**src/rtl/mem_req_arbiter_if.sv**
```systemverilog
// ---------------------------------------------------------------------------
// mem_req_arbiter_if
//   Bundles the three handshakes that meet at the memory request arbiter:
//     if_*  : I-cache fetch port (level request, one-cycle done pulse)
//     ls_*  : load/store buffer port (level request, one-cycle done pulse)
//     mc_*  : byte-serial memory controller (mc_en held until mc_done pulse)
//   modport master : the arbiter's view (drives mc_*, if_done/data, ls_done/rdata)
//   modport slave  : the surrounding requesters and controller
// ---------------------------------------------------------------------------
interface mem_req_arbiter_if;
    logic        if_req;
    logic [31:0] if_addr;
    logic        if_done;
    logic [31:0] if_data;

    logic        ls_req;
    logic        ls_we;
    logic [2:0]  ls_size;
    logic [31:0] ls_addr;
    logic [31:0] ls_wdata;
    logic        ls_done;
    logic [31:0] ls_rdata;

    logic        mc_en;
    logic        mc_we;
    logic [2:0]  mc_size;
    logic [31:0] mc_addr;
    logic [31:0] mc_wdata;
    logic        mc_done;
    logic [31:0] mc_rdata;

    modport master (
        input  if_req, if_addr, ls_req, ls_we, ls_size, ls_addr, ls_wdata,
               mc_done, mc_rdata,
        output if_done, if_data, ls_done, ls_rdata,
               mc_en, mc_we, mc_size, mc_addr, mc_wdata
    );

    modport slave (
        output if_req, if_addr, ls_req, ls_we, ls_size, ls_addr, ls_wdata,
               mc_done, mc_rdata,
        input  if_done, if_data, ls_done, ls_rdata,
               mc_en, mc_we, mc_size, mc_addr, mc_wdata
    );
endinterface

```
**src/rtl/mem_req_arbiter.sv**
```systemverilog
// ---------------------------------------------------------------------------
// mem_req_arbiter
//   Shares the byte-serial memory controller between the I-cache fetch port
//   and the LSB. One request is outstanding at a time; the winner's fields are
//   latched into the mc_* registers while in flight and the completion is
//   routed back to the owner. Fetch and load responses are dropped when a
//   pipeline clear arrives while they are in flight; stores always complete.
//
//   Ports:
//     clk    - system clock
//     rst    - synchronous, active-high reset
//     rdy    - global enable; low freezes all state and outputs
//     clear  - pipeline flush
//     bus    - mem_req_arbiter_if.master (if_*, ls_*, mc_* handshakes)
//
//   Parameter:
//     STARVE_LIMIT - consecutive LSB grants with if_req pending before IF is
//                    forced (1..15); only used with ARB_STARVE_GUARD_EN.
//
//   Build option:
//     ARB_STARVE_GUARD_EN defined   : starvation counter forces an IF grant.
//     ARB_STARVE_GUARD_EN undefined : strict priority LSB > IF.
// ---------------------------------------------------------------------------
module mem_req_arbiter #(
    parameter int unsigned STARVE_LIMIT = 4
) (
    input  logic              clk,
    input  logic              rst,
    input  logic              rdy,
    input  logic              clear,
    mem_req_arbiter_if.master bus
);

    typedef enum logic [1:0] {
        S_IDLE = 2'd0,
        S_WAIT = 2'd1,
        S_DROP = 2'd2
    } state_t;

    typedef enum logic {
        OWN_IF = 1'b0,
        OWN_LS = 1'b1
    } owner_t;

    if ((STARVE_LIMIT < 1) || (STARVE_LIMIT > 15)) begin : g_bad_limit
        $error("mem_req_arbiter: STARVE_LIMIT must be in 1..15");
    end

    state_t      state_q,    state_d;
    owner_t      owner_q,    owner_d;
    logic        mc_en_q,    mc_en_d;
    logic        mc_we_q,    mc_we_d;
    logic [2:0]  mc_size_q,  mc_size_d;
    logic [31:0] mc_addr_q,  mc_addr_d;
    logic [31:0] mc_wdata_q, mc_wdata_d;
    logic        if_done_q,  if_done_d;
    logic [31:0] if_data_q,  if_data_d;
    logic        ls_done_q,  ls_done_d;
    logic [31:0] ls_rdata_q, ls_rdata_d;

`ifdef ARB_STARVE_GUARD_EN
    logic [3:0]  starve_cnt_q, starve_cnt_d;
    logic        force_if;
`endif

    logic if_live;
    logic ls_live;
    logic grant_if;
    logic grant_ls;
    logic pulse_busy;
    logic droppable;

    always_comb begin
        if_live    = bus.if_req && !clear;
        ls_live    = bus.ls_req;
        // A done pulse is on the outputs this cycle: hold off the next grant so
        // the requester can drop its level request first.
        pulse_busy = if_done_q || ls_done_q;
        droppable  = (owner_q == OWN_IF) || !mc_we_q;

`ifdef ARB_STARVE_GUARD_EN
        force_if = if_live && (starve_cnt_q == 4'(STARVE_LIMIT));
        grant_ls = ls_live && !force_if;
        grant_if = if_live && !grant_ls;
`else
        grant_ls = ls_live;
        grant_if = if_live && !ls_live;
`endif
    end

    always_comb begin
        state_d    = state_q;
        owner_d    = owner_q;
        mc_en_d    = mc_en_q;
        mc_we_d    = mc_we_q;
        mc_size_d  = mc_size_q;
        mc_addr_d  = mc_addr_q;
        mc_wdata_d = mc_wdata_q;
        if_done_d  = 1'b0;
        if_data_d  = if_data_q;
        ls_done_d  = 1'b0;
        ls_rdata_d = ls_rdata_q;
`ifdef ARB_STARVE_GUARD_EN
        starve_cnt_d = starve_cnt_q;
`endif

        unique case (state_q)
            S_IDLE: begin
`ifdef ARB_STARVE_GUARD_EN
                if (!bus.if_req) begin
                    starve_cnt_d = '0;
                end
`endif
                if (!pulse_busy) begin
                    if (grant_ls) begin
                        owner_d    = OWN_LS;
                        mc_en_d    = 1'b1;
                        mc_we_d    = bus.ls_we;
                        mc_size_d  = bus.ls_size;
                        mc_addr_d  = bus.ls_addr;
                        mc_wdata_d = bus.ls_wdata;
                        state_d    = S_WAIT;
`ifdef ARB_STARVE_GUARD_EN
                        if (bus.if_req && (starve_cnt_q != 4'(STARVE_LIMIT))) begin
                            starve_cnt_d = starve_cnt_q + 4'd1;
                        end
`endif
                    end else if (grant_if) begin
                        owner_d    = OWN_IF;
                        mc_en_d    = 1'b1;
                        mc_we_d    = 1'b0;
                        mc_size_d  = 3'd4;
                        mc_addr_d  = bus.if_addr;
                        mc_wdata_d = '0;
                        state_d    = S_WAIT;
`ifdef ARB_STARVE_GUARD_EN
                        starve_cnt_d = '0;
`endif
                    end
                end
            end

            S_WAIT: begin
                if (clear && droppable) begin
                    // Controller is not aborted; wait out its completion.
                    if (bus.mc_done) begin
                        mc_en_d = 1'b0;
                        state_d = S_IDLE;
                    end else begin
                        state_d = S_DROP;
                    end
                end else if (bus.mc_done) begin
                    mc_en_d = 1'b0;
                    state_d = S_IDLE;
                    if (owner_q == OWN_IF) begin
                        if_done_d = 1'b1;
                        if_data_d = bus.mc_rdata;
                    end else begin
                        ls_done_d = 1'b1;
                        if (!mc_we_q) begin
                            ls_rdata_d = bus.mc_rdata;
                        end
                    end
                end
            end

            S_DROP: begin
                if (bus.mc_done) begin
                    mc_en_d = 1'b0;
                    state_d = S_IDLE;
                end
            end

            default: begin
                state_d = S_IDLE;
                mc_en_d = 1'b0;
            end
        endcase
    end

    always_ff @(posedge clk) begin
        if (rst) begin
            state_q    <= S_IDLE;
            owner_q    <= OWN_IF;
            mc_en_q    <= 1'b0;
            mc_we_q    <= 1'b0;
            mc_size_q  <= '0;
            mc_addr_q  <= '0;
            mc_wdata_q <= '0;
            if_done_q  <= 1'b0;
            if_data_q  <= '0;
            ls_done_q  <= 1'b0;
            ls_rdata_q <= '0;
`ifdef ARB_STARVE_GUARD_EN
            starve_cnt_q <= '0;
`endif
        end else if (rdy) begin
            state_q    <= state_d;
            owner_q    <= owner_d;
            mc_en_q    <= mc_en_d;
            mc_we_q    <= mc_we_d;
            mc_size_q  <= mc_size_d;
            mc_addr_q  <= mc_addr_d;
            mc_wdata_q <= mc_wdata_d;
            if_done_q  <= if_done_d;
            if_data_q  <= if_data_d;
            ls_done_q  <= ls_done_d;
            ls_rdata_q <= ls_rdata_d;
`ifdef ARB_STARVE_GUARD_EN
            starve_cnt_q <= starve_cnt_d;
`endif
        end
    end

    assign bus.mc_en    = mc_en_q;
    assign bus.mc_we    = mc_we_q;
    assign bus.mc_size  = mc_size_q;
    assign bus.mc_addr  = mc_addr_q;
    assign bus.mc_wdata = mc_wdata_q;
    assign bus.if_done  = if_done_q;
    assign bus.if_data  = if_data_q;
    assign bus.ls_done  = ls_done_q;
    assign bus.ls_rdata = ls_rdata_q;

endmodule

```
**src/flat_wrapper.sv**
```systemverilog
// flat-port wrapper written by rule: the top's interface ports become plain ports
module mem_req_arbiter_flat 
#(
    parameter int unsigned STARVE_LIMIT = 4
)
  (clk, rst, rdy, clear, bus_if_req, bus_if_addr, bus_ls_req, bus_ls_we, bus_ls_size, bus_ls_addr, bus_ls_wdata, bus_mc_done, bus_mc_rdata, bus_if_done, bus_if_data, bus_ls_done, bus_ls_rdata, bus_mc_en, bus_mc_we, bus_mc_size, bus_mc_addr, bus_mc_wdata);
  mem_req_arbiter_if bus_i ();
  input  logic clk;
  input  logic rst;
  input  logic rdy;
  input  logic clear;
  input wire logic [$bits(bus_i.if_req)-1:0] bus_if_req;
  input wire logic [$bits(bus_i.if_addr)-1:0] bus_if_addr;
  input wire logic [$bits(bus_i.ls_req)-1:0] bus_ls_req;
  input wire logic [$bits(bus_i.ls_we)-1:0] bus_ls_we;
  input wire logic [$bits(bus_i.ls_size)-1:0] bus_ls_size;
  input wire logic [$bits(bus_i.ls_addr)-1:0] bus_ls_addr;
  input wire logic [$bits(bus_i.ls_wdata)-1:0] bus_ls_wdata;
  input wire logic [$bits(bus_i.mc_done)-1:0] bus_mc_done;
  input wire logic [$bits(bus_i.mc_rdata)-1:0] bus_mc_rdata;
  output wire logic [$bits(bus_i.if_done)-1:0] bus_if_done;
  output wire logic [$bits(bus_i.if_data)-1:0] bus_if_data;
  output wire logic [$bits(bus_i.ls_done)-1:0] bus_ls_done;
  output wire logic [$bits(bus_i.ls_rdata)-1:0] bus_ls_rdata;
  output wire logic [$bits(bus_i.mc_en)-1:0] bus_mc_en;
  output wire logic [$bits(bus_i.mc_we)-1:0] bus_mc_we;
  output wire logic [$bits(bus_i.mc_size)-1:0] bus_mc_size;
  output wire logic [$bits(bus_i.mc_addr)-1:0] bus_mc_addr;
  output wire logic [$bits(bus_i.mc_wdata)-1:0] bus_mc_wdata;
  assign bus_i.if_req = bus_if_req;
  assign bus_i.if_addr = bus_if_addr;
  assign bus_i.ls_req = bus_ls_req;
  assign bus_i.ls_we = bus_ls_we;
  assign bus_i.ls_size = bus_ls_size;
  assign bus_i.ls_addr = bus_ls_addr;
  assign bus_i.ls_wdata = bus_ls_wdata;
  assign bus_i.mc_done = bus_mc_done;
  assign bus_i.mc_rdata = bus_mc_rdata;
  assign bus_if_done = bus_i.if_done;
  assign bus_if_data = bus_i.if_data;
  assign bus_ls_done = bus_i.ls_done;
  assign bus_ls_rdata = bus_i.ls_rdata;
  assign bus_mc_en = bus_i.mc_en;
  assign bus_mc_we = bus_i.mc_we;
  assign bus_mc_size = bus_i.mc_size;
  assign bus_mc_addr = bus_i.mc_addr;
  assign bus_mc_wdata = bus_i.mc_wdata;
  mem_req_arbiter #(.STARVE_LIMIT(STARVE_LIMIT)) u_core (.clk(clk), .rst(rst), .rdy(rdy), .clear(clear), .bus(bus_i));
endmodule
```
**config.mk**
```make
export PLATFORM = sky130hd
export DESIGN_NAME = mem_req_arbiter_flat
export DESIGN_NICKNAME = d
export VERILOG_FILES = /design/src/rtl/mem_req_arbiter_if.sv /design/src/rtl/mem_req_arbiter.sv /design/src/flat_wrapper.sv
export SDC_FILE = /design/constraint.sdc
export NUM_CORES = 1
export LEC_CHECK = 0
export ABC_AREA = 0
export CORE_ASPECT_RATIO = 0.5
export CORE_UTILIZATION = 37
export CTS_BUF_LIST = sky130_fd_sc_hd__clkbuf_4
export DETAILED_ROUTE_END_ITERATION = 12
export PLACE_DENSITY = 0.81
export SLEW_MARGIN = 20
export SYNTH_ARGS = -nofsm -noshare
export SYNTH_HDL_FRONTEND = slang
export SYNTH_SLANG_ARGS = --single-unit
```
**constraint.sdc**
```tcl
create_clock -name clk -period 1.8 [get_ports clk]
set_clock_uncertainty 0.1 [all_clocks]
set_input_delay 0.18 -clock clk [delete_from_list [all_inputs] [get_ports clk]]
set_output_delay 0.18 -clock clk [all_outputs]
set_load 0.01 [all_outputs]
```
=== Word level (Yosys, flattened, before mapping) ===
Cells that the tools add are included.

* Add/sub/neg operators: 0
* $mul: 0
* Divide/modulo/power cells: 0
* Order comparisons: 0
* Equal/unequal tests: 5
* Shift operators: 0
* Muxes and demuxes: 29
* Bitwise logic cells: 4
* Reduce and logical (&&, ||, !) cells: 16

{| class="wikitable"
|+ Operators by type and width
! kind !! number
|-
| 32-bit 2-to-1 mux || 4
|-
| 1-bit 2-to-1 mux || 15
|-
| 2-bit 2-to-1 mux || 6
|-
| 4-bit AND reduction || 2
|-
| 3-bit 2-to-1 mux || 2
|-
| 2-bit case mux with 3 select lines || 1
|-
| 6-bit AND reduction || 1
|-
| 5-bit AND reduction || 1
|-
| 1-bit NOT || 4
|-
| 1-bit logical AND || 3
|-
| 1-bit zero test || 3
|-
| 3-bit by 2-bit != test with 1-bit output, second input constant || 1
|-
| 3-bit AND reduction || 1
|-
| 2-bit by 1-bit equality test with 1-bit output, second input constant || 1
|-
| 2-bit equality test, second input constant || 1
|-
| 2-bit zero test || 1
|-
| 1-bit logical OR || 2
|-
| 2-bit by 1-bit != test with 1-bit output, second input constant || 1
|-
| 2-bit != test, second input constant || 1
|-
| 1-bit case mux with 2 select lines || 1
|-
| 2-bit nonzero test || 1
|-
| 2-bit OR reduction || 1
|}

* Register bits after elaboration: 138
* Latch bits: 0
* Bits in writable memories: 0
* Bits in read-only memories: 0
* Bits of input ports: 139
* Output and inout bits: 135
* Word-level logic and storage cells: 65
* Memories: 0

=== Depth between registers and ports, before layout ===
Gate-level depths: netlist (run 1).

* Depth after elaboration: 7
* Gate-level depth with buffers: 8
* Gate-level depth less buffers: 6

=== Worst setup path before layout (run 1) ===
Ideal clock, no wire load.

* Kind: flip-flop to flip-flop
* Start point: register u_core.state_q[1]
* End point: register u_core.ls_rdata_q[10], in the netlist u_core.bus.ls_rdata[10]
* Library setup time: 0.132 ns
* Data arrival time: 1.474 ns
* Required time: 1.568 ns
* Setup slack: 0.093 ns
* Stages on the path, launching flop included: 9
* Path buffers: 2
* Period minus slack after synthesis: 1.707 ns
* Path through: dfxtp_1 > inv_1 > ha_1 > nand3_1 > or3_1 > clkbuf_1 > buf_2 > nand2_1 > a21oi_1

* Cells in the longest elaborated chain, start to end: 2

{| class="wikitable"
|+ RTL lines
! item !! line !! source
|-
| from (decl) || mem_req_arbiter.sv:49 || <nowiki>state_t state_q, state_d;</nowiki>
|-
| from (signal assigned) || mem_req_arbiter.sv:198 || <nowiki>state_q <= state_d;</nowiki>
|-
| 2-bit by 1-bit equality test with 1-bit output || mem_req_arbiter.sv:107 || <nowiki>unique case (state_q)</nowiki>
|-
| 6-bit AND reduction (no line) || -- ||
|-
| to (signal assigned) || mem_req_arbiter.sv:208 || <nowiki>ls_rdata_q <= ls_rdata_d;</nowiki>
|-
| to (decl) || mem_req_arbiter.sv:59 || <nowiki>logic [31:0] ls_rdata_q, ls_rdata_d;</nowiki>
|}

No other way between the ends.
A chain may end at the register's enable or synchronous reset.

=== Worst setup path in the final report (run 1) ===
* Start point: register u_core.if_data_q[19], in the netlist u_core.bus.if_data[19]
* End point: output port bus_if_data[19]

{| class="wikitable"
|+ RTL lines
! item !! line !! source
|-
| from (decl) || mem_req_arbiter.sv:57 || <nowiki>logic [31:0] if_data_q, if_data_d;</nowiki>
|-
| from (signal assigned) || mem_req_arbiter.sv:206 || <nowiki>if_data_q <= if_data_d;</nowiki>
|-
| to (decl) || flat_wrapper.sv:22 || <nowiki>output wire logic [$bits(bus_i.if_data)-1:0] bus_if_data;</nowiki>
|}

No word-level cell between the ends.

==> results of run 1 <==
==> Yosys cell counts, types with 6 or more instances <==
master and count:
inv_1 6, buf_2 25, nand2_1 166, nor2_1 37
mux2i_1 33, dfxtp_1 138, clkbuf_1 19, a211oi_1 32
a21oi_1 103, nand3_1 36
==> stage by stage <==
stage | power, mW | instances
after floorplan | 3.70 | 632
after global placement | 4.32 | 1069
after detailed placement | 4.35 | 1069
after CTS | 6.44 | 1103
after global routing | 6.69 | 1110
final | 6.43 | 1110
==> how the worst max path moves through the flow <==
stage / from / endpoint / slack [ns]
2_1_floorplan: u_core.state_q[1] / u_core.bus.ls_rdata[10] / 0.09
3_3_place_gp: clear / u_core.bus.mc_size[2] / -0.03
3_5_place_dp: clear / u_core.bus.mc_addr[4] / -0.10
4_1_cts: u_core.bus.if_data[13] / bus_if_data[13] / 0.007
5_1_grt: u_core.state_q[1] / u_core.bus.ls_rdata[8] / -0.003
6_report: u_core.bus.if_data[19] / bus_if_data[19] / 0.06
==> power by group <==
| part | internal (mW) | total, mW | switching (mW) |
|---|---|---|---|
| Clock | 0.851 | 2.11 | 1.26 |
| Combinational | 0.632 | 1.09 | 0.459 |
| Sequential | 3.17 | 3.23 | 0.0614 |
| Total | 4.65 | 6.43 | 1.78 |
==> per-layer routing <==
layer  share of wire (%)  up-vias  wire (µm)
li1                    -     2685          -
met1                  39     2520       6580
met2                  53      173       8880
met3                 5.8       32        985
met4                 2.5        0        427
met5                   0        -          0
==> sequential cells by signal (all words and copies together), names as in the netlist, 2 cells and up <==
register             flops
u_core.state_q           2
u_core.bus.ls_rdata     32
u_core.bus.mc_size       3
u_core.bus.mc_addr      32
u_core.bus.if_data      32
u_core.bus.mc_wdata     32
==> layout by cell type, fill, tap and decap left out, types with 2 or more instances in the layout <==
master	count
dfxtp_2	3
dfxtp_1	134
nand3_1	36
nor2_1	37
a211oi_1	31
ha_4	2
mux2i_1	33
nor3_4	2
inv_1	5
buf_6	4
clkinv_1	2
clkbuf_4	17
ha_1	2
dlygate4sd3_1	2
buf_12	6
a311oi_1	2
buf_4	18
bufinv_16	2
nand2b_1	3
nand2_1	166
dlymetal6s2s_1	46
clkinvlp_4	2
a31oi_1	2
a21oi_1	103
dlygate4sd2_1	3
or3_1	3
inv_6	5
clkdlybuf4s50_1	222
clkbuf_16	3
clkinv_4	3
==> logic make-up (layout without fill, tap and decap cells) <==
family / count (synthesis) / after routing / share of synthesized area (%)
simple gates: 251 / 251 / 19.4
compound gates: 148 / 148 / 16.4
flops: 138 / 138 / 52.1
buf+inv: 58 / 344 / 4.98
mux: 33 / 33 / 6.23
fa+ha+maj: 4 / 4 / 0.943
==> timing repair <==
item / CTS / global route
cloned: 0 / 4
pin swaps: 0 / 1
gates resized for setup: 7 / 59
setup buffers: 0 / 3
endpoints found under the hold margin: 3 / 0
hold buffers: 2 / 0
setup endpoints to repair: 27 / 130
==> cell type report <==
type | count | area share, %
Timing Repair Buffer | 306 | 36.4
Clock inverter | 15 | 1.84
Inverter | 6 | 0.253
Clock buffer | 17 | 1.44
Tap cell | 192 | 2.70
Sequential cell | 138 | 31.2
Multi-Input combinational cell | 436 | 26.2
==> results.yml, run 1 <==
status:
  status: "complete, no violations"
timing:
  clock.fmax_ghz: 0.573
  hold_viol_final: 0
  slew_headroom_pct: 56.5
  setup_viol: 0
  tightestPinTransition_ns: 0.652
  finalMaxSlewViolations: 0
  fin_crit_sh_pct: 96.9
  fin_setup_tns_ns: 0
  final.min_clock_period_ns: 1.74
  whs_ns: 0.0978
  setup_ws_ns: 0.0551
routing:
  num_vias: 5410
  drt_pass1_iterations: 4
  via_per_inst: 4.87
  routed_wl_um: 16900
  ant_nets: 0
  wl_per_cell_um: 15.2
  drc: 0
  drtIter0Drc: 247
pwr:
  p_per_area_mw_per_mm2: 723
  power.leakage_nw: 3.95
  ir_worst_vdd_mv: 0.403
hold_path:
  holdPathStages: 3
  hp-start: "bus_mc_rdata[0]"
  hold_end: "u_core.bus.ls_rdata[0]"
  min_path_type: "primary input to register"
logic_synthesis:
  synth_area_per_cell_um2: 8.40
  synth_ff_type: "dfxtp_1"
  synth_area_leaders: "dfxtp_1 (52%), nand2_1 (12%), a21oi_1 (9.7%)"
  synth-seq-cells: 138
  synth_top_area_share_pct: 52.1
  async_flop_share_pct: 0
  yosys_warnings: 0
  syn-cell-area_mm2: 0.00531
  syn_inst: 632
  ys_seq_area_share_pct: 52.1
  synthDistinctLibCells: 30
  synth_edf_count: 0
  syn_nets: 775
  yosysTopAreaCell: "dfxtp_1"
clock_tree:
  cts_max_level: 4
  cts-root-buf: "clkbuf_4"
  clk_pin_slew_ns: 0.14
  clock_sinks: 138
  numCtsBuffers: 17
  worst_skew_pair.late_latency_ns: 0.53
  cts_tree: "built"
  clock_path_buffers: 2
floorplanning:
  die_w_um: 171
  die_h_um: 86.7
  core_area_mm2: 0.0138
  initial_utilization_pct: 38.5
  ios: 274
  rows: 30
  die_area_mm2: 0.0149
worst_setup_path:
  cp.required_ns: 1.52
  r2r_end: "u_core.bus.mc_size[2]"
  rrSetupSlack_ns: 0.07
  path_depth: 1
  critPathTopFamily: "buffers and inverters"
  cp-start-kind: "register"
  critPathMaxFanout: 2
  r2r_cells: 6
  cp_slowest_cell: "clkdlybuf4s50_1"
  path_class: "register to output pin"
  cp.buffers_inverters: 1
  path_cells: "clkdlybuf4s50_1"
  rr_startpoint: "u_core.state_q[0]"
  cp-end-kind: "output pin"
  cp.arrival_ns: 1.46
  slowest_delay_ns: 0.58
final_layout:
  antenna_cells: 0
  multiInputGateArea_mm2: 0.00233
  fill_cells: 1160
  seqCellArea_mm2: 0.00277
  fin_nets: 1048
  design_area_mm2: 0.00889
  area_growth_pct: 67.6
  layout-drive-gt1-share_pct: 8.71
  fin_util_pct: 64.6
place:
  finalWeightedCongestion: 0.799
  place.port_buffers: 273
  placed_area_mm2: 0.00830
  dpl.hpwl_um: 11600
  pre_cts_ws_ns: -0.102
global_routing:
  grt_max_degree: 138
  grt_util_met2_pct: 40.8
  use_met1_pct: 22.9
  track_usage_pct: 21.6
  grt_pass1_vias: 5212
  antenna_found_initial: 0
  busiest_layer: "met2"
  use_met3_pct: 5.98
  grt_remaining_overflow: 0
  grt_pass1_wl_um: 25100
run:
  cap_violations: 0
Power figures use the tool's default switching activity.
==> inputs of run 2 (changes only) <==
CORE_UTILIZATION = 36   (was 37)
CTS_BUF_LIST = default   (was sky130_fd_sc_hd__clkbuf_4)
PLACE_DENSITY = 0.79   (was 0.81)
==> results.yml, run 2 (synthesized netlist as in run 1, its figures left out) <==
final_layout:
  layout_common_cells: "clkdlybuf4s50_1 (271), nand2_1 (166), dfxtp_1 (136), a21oi_1 (103), nor2_1 (37)"
  area_growth_pct: 70.2
  fin_nets: 1042
  antenna_cells: 0
  final_common_cell: "clkdlybuf4s50_1"
  layout-drive-gt1-share_pct: 8.22
  design_area_mm2: 0.00903
timing:
  finalMaxSlewViolations: 0
  setup_viol: 0
  setup_ws_ns: 0.0511
  slew_headroom_pct: 45.5
  fin_setup_tns_ns: 0
  hold_viol_final: 0
  final.min_clock_period_ns: 1.75
  tightestPinTransition_ns: 0.818
  grt_setup_unrepaired: "yes"
  fin_crit_sh_pct: 97.2
  clock.fmax_ghz: 0.572
floorplanning:
  ios: 274
  die_area_mm2: 0.0153
  rows: 30
  die_w_um: 174
  die_h_um: 87.9
  core_area_mm2: 0.0140
  initial_utilization_pct: 38.0
pwr:
  power.leakage_nw: 3.22
  finalPower_mw: 7.99
  p_per_area_mw_per_mm2: 885
  ir_worst_vdd_mv: 0.552
clock_tree:
  clock_path_buffers: 2
  cts-root-buf: "clkbuf_16"
  clock_sinks: 138
  numCtsBuffers: 17
  cts_tree: "built"
  cts_max_level: 4
  clk_pin_slew_ns: 0.06
  worst_skew_pair.late_latency_ns: 0.40
routing:
  via_per_inst: 4.88
  routed_wl_um: 16800
  drtIter0Drc: 251
  drc: 0
  num_vias: 5393
  wl_per_cell_um: 15.2
  drt_pass1_iterations: 4
  ant_nets: 0
worst_setup_path:
  r2r_end: "u_core.bus.ls_rdata[15]"
  cp_slowest_cell: "dfxtp_1"
  critPathMaxFanout: 32
  path_class: "register to register"
  cp.arrival_ns: 1.90
  cp.buffers_inverters: 1
  rrSetupSlack_ns: 0.05
  cp.required_ns: 1.95
  critPathTopFamily: "simple AND/OR/NAND/NOR gates"
  cp-start-kind: "register"
  path_cells: "ha_4, nand3_1, or3_4, buf_12, nand2_1, a21oi_1"
  rr_startpoint: "u_core.state_q[0]"
  cp-end-kind: "register"
  slowest_delay_ns: 0.45
  r2r_cells: 6
place:
  finalWeightedCongestion: 0.785
  dpl.hpwl_um: 11500
  place.port_buffers: 273
  placed_area_mm2: 0.00832
  pre_cts_ws_ns: -0.125
run:
  cap_violations: 0
global_routing:
  track_usage_pct: 21.4
  grt_remaining_overflow: 0
  grt_pass1_wl_um: 26100
  antenna_found_initial: 0
  grt_max_degree: 79
  grt_pass1_vias: 5249
hold_path:
  holdPathStages: 4
  hold_end: "u_core.owner_q"
  min_path_type: "primary input to register"
  hp-start: "bus_ls_req"
status:
  status: "complete, no violations"
==> run 2: cell types whose count changed in the layout (fill, tap and decap cells not counted), sizes merged <==
cell / previous run / this run
dlymetal6s2s: 46 / 0
buf: 30 / 27
dlygate4sd3: 2 / 1
clkinvlp: 2 / 3
clkbuf: 20 / 19
bufinv: 2 / 3
clkdlybuf4s50: 222 / 271
clkinv: 5 / 2
dlygate4sd2: 3 / 0
==> run 2: layer usage <==
metal / track usage [%] / part of all wire [%]
met1: 24.8 / 41
met2: 39.4 / 51
met3: 4.82 / 4.8
met4: 8.53 / 2.3
met5: 0 / 0
==> run 2: metrics by stage <==
step | utilization, % | std cells | hold WS [ns]
2_1_floorplan | - | 632 | 0.216
3_3_place_gp | 59.6 | 1068 | 0.337
3_5_place_dp | 59.6 | 1068 | 0.346
4_1_cts | 64.2 | 1101 | 0.217
5_1_grt | 64.7 | 1104 | 0.225
6_report | 64.7 | 1104 | 0.237
==> run 2: worst max path at each step <==
| stage | from | endpoint | depth (start not counted) |
|---|---|---|---|
| after floorplan | u_core.state_q[1] | u_core.bus.ls_rdata[10] | 8 |
| after global placement | rdy | u_core.state_q[1] | 5 |
| after detailed placement | rdy | u_core.bus.mc_addr[3] | 6 |
| after CTS | u_core.state_q[1] | u_core.bus.ls_rdata[15] | 7 |
| after global routing | u_core.state_q[0] | u_core.bus.ls_rdata[15] | 6 |
| final | u_core.state_q[0] | u_core.bus.ls_rdata[15] | 6 |
==> run 2: layout make-up <==
| cell class | count | area, µm² |
|---|---|---|
| fillers | 1155 | 4930 |
| repair buffers | 300 | 3050 |
| well taps | 192 | 240 |
| multi-input cells | 436 | 2330 |
| clock inverters | 14 | 185 |
| clock buffers | 18 | 439 |
| inverters | 6 | 22.5 |
| flip-flops and latches | 138 | 2770 |
==> run 2: worst register-to-register path, stage by stage, from the launching register on <==
cell and delay (ns):
dfxtp_1 0.45, ha_4 0.21, nand3_1 0.10, or3_4 0.40, buf_12 0.19, nand2_1 0.08, a21oi_1 0.07
==> run 2: where the power goes <==
group / internal, mW / switching [mW]
clock: 2.25 / 1.43
sequential: 3.17 / 0.0617
combinational: 0.622 / 0.453
==> run 2: what timing repair did <==
action | CTS | global route
hold endpoints to repair | 1 | 0
setup endpoints to repair | 64 | 117
cloned | 0 | 1
pin swaps | 0 | 2
hold buffers | 1 | 0
resized for setup | 1 | 8
buffers inserted | 0 | 2
